### config.mk
export PLATFORM = sky130hd
export DESIGN_NAME = delay_arbiter
export DESIGN_NICKNAME = d
export VERILOG_FILES = /design/src/rtl/delay_arbiter_pkg.sv /design/src/rtl/delay_arbiter_rr_pick.sv /design/src/rtl/delay_arbiter.sv
export SDC_FILE = /design/constraint.sdc
export NUM_CORES = 1
export LEC_CHECK = 0
export ABC_AREA = 1
export ABC_CLOCK_PERIOD_IN_PS = 5830
export CORE_AREA = 5 5 62 64
export CTS_CLUSTER_SIZE = 14
export DETAILED_ROUTE_END_ITERATION = 8
export DIE_AREA = 0 0 67 69
export PLACE_DENSITY_LB_ADDON = 0.2
export SYNTH_ARGS = -nofsm -noshare
export SYNTH_HDL_FRONTEND = slang
export SYNTH_SLANG_ARGS = --single-unit
### constraint.sdc
create_clock -name c -period 5.83 [get_ports c]
set_input_delay 0.8745 -clock c [delete_from_list [all_inputs] [get_ports c]]
set_output_delay 0.8745 -clock c [all_outputs]
set_load 0.01 [all_outputs]
### src/rtl/delay_arbiter_pkg.sv
// Shared constants for the delay arbiter: state encoding, default sizes
// and a helper that sizes the round-robin pointer.
package delay_arbiter_pkg;

  localparam logic [1:0] IDLE = 2'd0;
  localparam logic [1:0] RUN  = 2'd1;
  localparam logic [1:0] DONE = 2'd2;

  localparam int DEF_NREQ = 3;
  localparam int DEF_W    = 8;

  // Index width needed to name one of n requesters (at least one bit).
  function automatic int ptr_width(input int n);
    return (n > 1) ? $clog2(n) : 1;
  endfunction

endpackage

### src/rtl/delay_arbiter_rr_pick.sv
// Combinational round-robin picker: starting just after ptr, finds the
// first set request bit and reports it as one-hot, as an index, and as
// an any-request flag.
module rr_pick #(
  parameter int NREQ = 3,
  parameter int PW   = 2
) (
  input  logic [NREQ-1:0] req,
  input  logic [PW-1:0]   ptr,
  output logic [NREQ-1:0] gnt,
  output logic [PW-1:0]   idx,
  output logic            any
);

  // Walk the requesters in order ptr+1, ptr+2, ... wrapping at NREQ; the first hit wins.
  always_comb begin
    int j;
    j   = 0;
    gnt = '0;
    idx = '0;
    any = 1'b0;
    for (int off = 1; off <= NREQ; off++) begin
      j = int'(ptr) + off;
      if (j >= NREQ) j = j - NREQ;
      if (!any && req[j]) begin
        any    = 1'b1;
        gnt[j] = 1'b1;
        idx    = j[PW-1:0];
      end
    end
  end

endmodule

### src/rtl/delay_arbiter.sv
// Round-robin arbiter in front of one shared down-counter. A granted
// requester has its delay loaded, the counter runs to zero, and the owner
// gets a one-cycle done pulse. One idle cycle always separates owners.
module delay_arbiter
  import delay_arbiter_pkg::*;
#(
  parameter int NREQ = DEF_NREQ,
  parameter int W    = DEF_W
) (
  input  logic            c,
  input  logic            rst,
  input  logic [NREQ-1:0] req,
  input  logic [NREQ*W-1:0] delay,
  output logic [NREQ-1:0] grant,
  output logic [NREQ-1:0] done,
  output logic            busy,
  output logic [W-1:0]    count
);

  localparam int PW = ptr_width(NREQ);

  logic [1:0]      state;
  logic [PW-1:0]   ptr;
  logic [PW-1:0]   owner;
  logic [NREQ-1:0] pickGnt;
  logic [PW-1:0]   pickIdx;
  logic            pickAny;
  logic [W-1:0]    pickDelay;

  rr_pick #(
    .NREQ(NREQ),
    .PW  (PW)
  ) u_pick (
    .req(req),
    .ptr(ptr),
    .gnt(pickGnt),
    .idx(pickIdx),
    .any(pickAny)
  );

  // Select the delay field belonging to whichever requester the picker chose.
  always_comb begin
    pickDelay = '0;
    for (int i = 0; i < NREQ; i++) begin
      if (pickGnt[i]) pickDelay = delay[i*W +: W];
    end
  end

  assign busy = (state != IDLE);

  // Sequencer: grant in IDLE, count down in RUN (abort if the owner lets go), pulse done in DONE.
  always_ff @(posedge c) begin
    if (rst) begin
      state <= IDLE;
      grant <= '0;
      done  <= '0;
      count <= '0;
      ptr   <= PW'(NREQ - 1);
      owner <= '0;
    end else begin
      case (state)
        IDLE: begin
          done <= '0;
          if (pickAny) begin
            grant <= pickGnt;
            owner <= pickIdx;
            count <= pickDelay;
            if (pickDelay == '0) begin
              state <= DONE;
              done  <= pickGnt;
            end else begin
              state <= RUN;
            end
          end
        end
        RUN: begin
          if (req[owner]) begin
            if (count <= W'(1)) begin
              count <= '0;
              state <= DONE;
              done  <= grant;
            end else begin
              count <= count - W'(1);
            end
          end else begin
            state <= IDLE;
            grant <= '0;
            count <= '0;
            ptr   <= owner;
          end
        end
        DONE: begin
          state <= IDLE;
          grant <= '0;
          done  <= '0;
          count <= '0;
          ptr   <= owner;
        end
        default: begin
          state <= IDLE;
          grant <= '0;
          done  <= '0;
          count <= '0;
        end
      endcase
    end
  end

endmodule
# [Word-level counts from Yosys, hierarchy flattened]
# Index checks and enable logic that the tools add are counted.
[classes] addsub=7 multipliers=0 div_mod_pow=0 order_cmp=11 eq_ne=7 shifts=0 n_mux=51 n_bitwise=2 n_reduce_logical=16
[ops] operator="$ge 32x1->1 const B" n=3
[ops] operator="$ge 32x3->1 const B" n=3
[ops] operator="$lt 32x4->1 const B" n=3
[ops] operator="$mux 32" n=3
[ops] operator="$sub 32x3->32 const B" n=3
[ops] operator="$mux 8" n=6
[ops] operator="$mux 3" n=9
[ops] operator="$mux 2" n=8
[ops] operator="$pmux 8 s2" n=1
[ops] operator="$mux 1" n=13
[ops] operator="$pmux 3 s2" n=2
[ops] operator="$reduce_and 2->1" n=5
[ops] operator="$bmux 1 s2" n=4
[ops] operator="$le 8x1->1 const B" n=1
[ops] operator="$logic_not 8->1" n=1
[ops] operator="$ne 2x2->1 const B" n=4
[ops] operator="$pmux 2 s2" n=2
[ops] operator="$sub 8x1->8 const B" n=1
[ops] operator="$add 2x2->3 const B" n=2
[ops] operator="$demux 1 s2" n=3
[ops] operator="$or 3x3->3" n=2
[ops] operator="$logic_and 1x1->1" n=5
[ops] operator="$reduce_bool 2->1" n=2
[ops] operator="$add 2x1->3 const B" n=1
[ops] operator="6 further kinds" n=7
[word_totals] ff_bits=20 latchBits=0 ram_bits=0 rom_bits=0 input_bits=29 out_inout_bits=15 elab_cells=100 memories=0

# [Logic depth before layout (Yosys ltp)]
[depth] depth_word=20 depth_mapped=21 mapped_depth_nobuf=20

# [Cells and area by module]
# A second synthesis with hierarchy kept.
[hier_totals] cells_unflattened=264 hier_area_um2=1666.6
[by_module_without_submodules] mod="delay_arbiter" instances=1 cells_per_inst=199 area_each_um2=1300.0 seq_area_each_um2=400.4
[by_module_without_submodules] mod="rr_pick" instances=1 cells_per_inst=65 area_each_um2=366.6 seq_area_each_um2=0.0

# [Worst setup path before layout]
# Ideal clock, no wire load.
[synth_path] path_type="register -> register" start="register ptr[0]" end="register done[0]" arrival_time_ns=2.378 t_required_ns=5.762 setup_slack_ns=3.384 path_stages_with_launch=20 period_less_slack_ns=2.446 path_cell_list="dfxtp_1 > inv_1 > ha_1 > buf_6 > inv_4 > nand2_2 > nand2_1 > nor2_1 > nor2_4 > nand3_2 > nand2_4 > inv_2 > or2_1 > nand2_1 > nand2_1 > nor2_2 > nand3_1 > nand2_1 > nand2_1 > a21oi_2"
[synth_via] elab_chain_len=20 word_cells_on_any_way=55 classes_between="add/sub: 6; order compare: 9; mux: 30; bitwise: 2; reduce/logical: 8"
[synth_lines] item="start: declaration" line_no="delay_arbiter.sv:23" rtl="logic [PW-1:0] ptr;"
[synth_lines] item="start signal: assignment" line_no="delay_arbiter.sv:58" rtl="ptr <= PW'(NREQ - 1);"
[synth_lines] item="start signal: assignment" line_no="delay_arbiter.sv:89" rtl="ptr <= owner;"
[synth_lines] item="start signal: assignment" line_no="delay_arbiter.sv:97" rtl="ptr <= owner;"
[synth_lines] item="parallel branches: the longest is 18 deep, another holds $sub 32x3->32"
[synth_lines] item="$mux 3 *" line_no="delay_arbiter.sv:64" rtl="if (pickAny) begin"
[synth_lines] item="$pmux 3 s2 *" line_no="delay_arbiter.sv:61" rtl="case (state)"
[synth_lines] item="end signal: assignment" line_no="delay_arbiter.sv:70" rtl="done <= pickGnt;"
[synth_lines] item="end signal: assignment" line_no="delay_arbiter.sv:81" rtl="done <= grant;"
[synth_lines] item="end: declaration" line_no="delay_arbiter.sv:15" rtl="output logic [NREQ-1:0] done,"
# Every way passes the cells marked *. The select of a mux whose other input is x is not followed.
# A chain may end at the register's enable or synchronous reset.

# [Worst setup path in the final report]
# Ends and elaborated chain as after synthesis.

==> run summary <==
The leading cell type by number of instances after synthesis was sky130_fd_sc_hd__nand2_1. The tools report the net count after synthesis as 287. The worst register-to-register path begins at ptr[0]. Ranked by instance count, the synthesized netlist is headed by sky130_fd_sc_hd__nand2_1 (69), sky130_fd_sc_hd__inv_1 (36), sky130_fd_sc_hd__nand3_1 (27). The ratio of cells with drive above 1 in the final layout works out to 0.0751. By area, the combinational part of the netlist is dominated by simple AND/OR/NAND/NOR gates. STA puts the critical path data arrival time at 3.16 ns. The first detailed-routing pass took 4 iterations. Measured along the y axis, the die boundary spans 69 um. The number of routed nets with antenna violations was 0; the area of the die was 0.00462 mm^2. The destination of the worst hold path was done[2].

Library cell with the largest summed area after synthesis: sky130_fd_sc_hd__dfxtp_1. The tools report the total wirelength of the detailed-routed design as 4.28 mm. The number of setup buffers added after CTS came out at 0. The area growth from synthesis to layout is 31.5%. The fraction of post-synthesis cell area in the top cell type by area came out at 0.251. In this run the standard cell core region covers 0.00323 mm^2. The H-tree depth reported by CTS is 1, and the count of max-cap constraint violations is 0.

The fraction of the mapped netlist area in simple logic gates is 0.389. The core occupancy in the finished layout is 0.648. Entering global routing, the biggest net connects 13 pins. The period utilization came out at 0.501. Detailed routing inserted a total of 1724 vias. Mux cell area share after synthesis: 0.

The fraction of registers with async set or reset after synthesis works out to 0. Counting cells, the worst reg-to-reg path comes to 19. Biggest cell delay along the critical path: 0.50 ns.

The count of synthesis-stage warnings from yosys is 0. In the routed design, unresolved DRC markers number 0. A synthesized cell averages 6.38 um^2.

Setup violations remaining at the end of the flow were counted as 0. After clock tree synthesis, the clock-pin slew on the worst setup and hold paths is 0.11 ns. Along the worst path, the maximum fanout reaches 9. The mapped netlist covers 0.00159 mm^2. The launching element of the worst setup path was ptr[0]. Traced cell by cell, the critical path runs through inv_1 > ha_1 > inv_4 > nand2_1 > nand3_1 > nand2_1 > nand3_1 > nand2_1 > inv_1 > nand2_4 > inv_2 > or2_0 > nand2_1 > nand2_1 > nor2_2 > nand3_1 > nand2_1 > nand2_1 > a21oi_2. The number of hold buffers added after CTS was 0. In this run, the number of DRC markers left after iteration 0 of detailed routing was 182. The internal reg-to-reg setup slack came out at 2.91 ns.

The kind of cell with the highest combined delay along the critical path is simple AND/OR/NAND/NOR gates. The layout net count is 331. By startpoint and endpoint, the worst setup path is classified as reg2reg. The run gives 0.493 as the initial core utilization.

Sort of element at the start of the critical path: a flip-flop. The average detailed-routed wire length per instance was 12.6 um. The tools report the clock buffer count from CTS as 3. The flow ran to the end, and the final reports show no timing, DRC or antenna violations. The share of synthesized cell area in full adder, half adder and majority cells was 0.0628. Setup repair after global routing left no endpoint under its margin.

The initial antenna violation count is 0, and the count of antenna diodes in the layout is 0. For the worst-skew pair, the clock arrives at the later sink with an insertion delay of 0.31 ns. The logs give 0 for the number of max-slew violations in the final report and 0 for the remaining global-route overflow. The via count of the first global-routing pass came out at 1628. In this design, the critical path's most frequently occurring cell is sky130_fd_sc_hd__nand2_1. Total I/O pin count: 44. The number of hold violations in the final report is 0, and the number of clock sinks is 20. The worst hold path depth came out at 2. The cell type of the slowest stage on the worst timing path was sky130_fd_sc_hd__ha_1. The slew at the pin closest to its max-slew limit is 0.429 ns, and the area share of xor/xnor cells in the synthesized design is 0.0330.

The worst setup path is captured at a flip-flop. The tools report the worst clock skew on the final layout as 0.0148 ns. The flip-flop and latch count after synthesis is 20. The type of the tightest min-delay check was reg2reg. The number of buffers and inverters on the critical path is 4. From left edge to right edge, the die measures 67 um. By area the synthesized netlist is led by sky130_fd_sc_hd__dfxtp_1 (25%), sky130_fd_sc_hd__nand2_1 (16%), sky130_fd_sc_hd__inv_1 (8.5%). The count of input and output buffers came out at 43.

The congestion estimate from routability-driven global placement came to 0.923. The setup TNS after final layout is 0 ns, and the post-cts resize count is 0. The post-synthesis compound-gate area fraction was 0.157; the post-detailed-placement half-perimeter wirelength was 3.41 mm. The worst register-to-register path ends at done[0].

The clock root buffer is sky130_fd_sc_hd__clkbuf_4. The worst slew margin relative to its limit is 0.713, and the maximum clock frequency is 342 MHz. The sequential share of the synthesized area was 0.251; the number of different library cells in the post-synthesis netlist was 32. The first global-routing pass estimated 7.18 mm of wire. The gate count of the mapped netlist was 250; the maximum buffer depth of the clock tree was 2.

TritonCTS built the clock tree. The final critical path time including I/O delays and setup was 2.92 ns. Most used flip-flop cell after synthesis: sky130_fd_sc_hd__dfxtp_1. For the worst setup path, the data required time is 6.07 ns. The startpoint of the worst hold path was done[2]. The row count is 21, and the number of enable-type register cells in the synthesized netlist is 0. Dividing the detail-routed via count by the number of cells gives 5.09. The global routing usage summed across all routing layers came out at 0.190.
-- flip-flops by register name, summed over array words and instances, names as in the netlist --
register / count
count: 8
done: 3
grant: 3
owner: 2
ptr: 2
state: 2
-- metal layers --
metal / global-route usage / share of wire
met5: 0 / 0
met4: 0.0428 / 0.012
met3: 0.0487 / 0.067
met2: 0.312 / 0.48
met1: 0.244 / 0.44
-- cell families (layout without fill, tap and decap cells) --
| group | count (synthesis) | count (layout) |
|---|---|---|
| flip-flops | 20 | 20 |
| buffers and inverters | 43 | 86 |
| adder cells (fa/ha/maj) | 8 | 8 |
| AO/OA/AOI/OAI | 40 | 40 |
| XOR/XNOR | 6 | 6 |
| AND/OR/NAND/NOR | 133 | 133 |
-- through the flow --
| step | area (um^2) | hold WS (ns) | setup slack (ns) | cells |
|---|---|---|---|---|
| detailed placement | 2060 | 0.474 | 2.68 | 335 |
| global route | 2100 | 0.509 | 2.60 | 339 |
| global placement | 2060 | 0.470 | 2.66 | 335 |
| CTS | 2100 | 0.492 | 2.93 | 339 |
| floorplan | 1590 | 0.481 | 3.38 | 250 |
| finish | 2100 | 0.488 | 2.91 | 339 |
-- layout make-up --
type | instances | area (um^2)
clock buffer | 4 | 36.3
fill | 307 | 1140
inverter | 39 | 149
multi-input combinational | 187 | 1020
sequential | 20 | 400
tap | 46 | 57.6
timing repair buffer | 43 | 430
-- layout by cell type (no fill, tap or decap), drive strengths merged --
| cell type | count |
|---|---|
| inv | 39 |
| ha | 8 |
| a32o | 1 |
| nor2 | 18 |
| o21a | 1 |
| nand3 | 31 |
| nand2 | 73 |
| a31oi | 2 |
| o22ai | 2 |
| xnor2 | 2 |
| and2 | 1 |
| a21oi | 20 |
| nor3 | 1 |
| clkdlybuf4s50 | 43 |
| nand4 | 1 |
| o2111ai | 1 |
| clkbuf | 4 |
| or2 | 8 |
| xor2 | 4 |
| o21ai | 7 |
| dfxtp | 20 |
| o221ai | 6 |
-- worst reg2reg max path: cells and delay by family, from the launching register on --
family          cells  cell delay (ns)
compound gates      1             0.11
fa+ha+maj           1             0.50
buf+inv             4             0.43
flops               1             0.46
simple gates       13             1.35
-- worst max path at each step --
| stage | slack [ns] | end | cells past startpoint |
|---|---|---|---|
| floorplan | 3.38 | done[0] | 19 |
| global placement | 2.66 | done[1] | 18 |
| detailed placement | 2.68 | done[1] | 18 |
| CTS | 2.93 | done[2] | 18 |
| global route | 2.60 | done[2] | 18 |
| finish | 2.91 | done[0] | 19 |
Power is not shown: default switching activity piles up to over one toggle a cycle in this logic, so the estimate is an artifact.
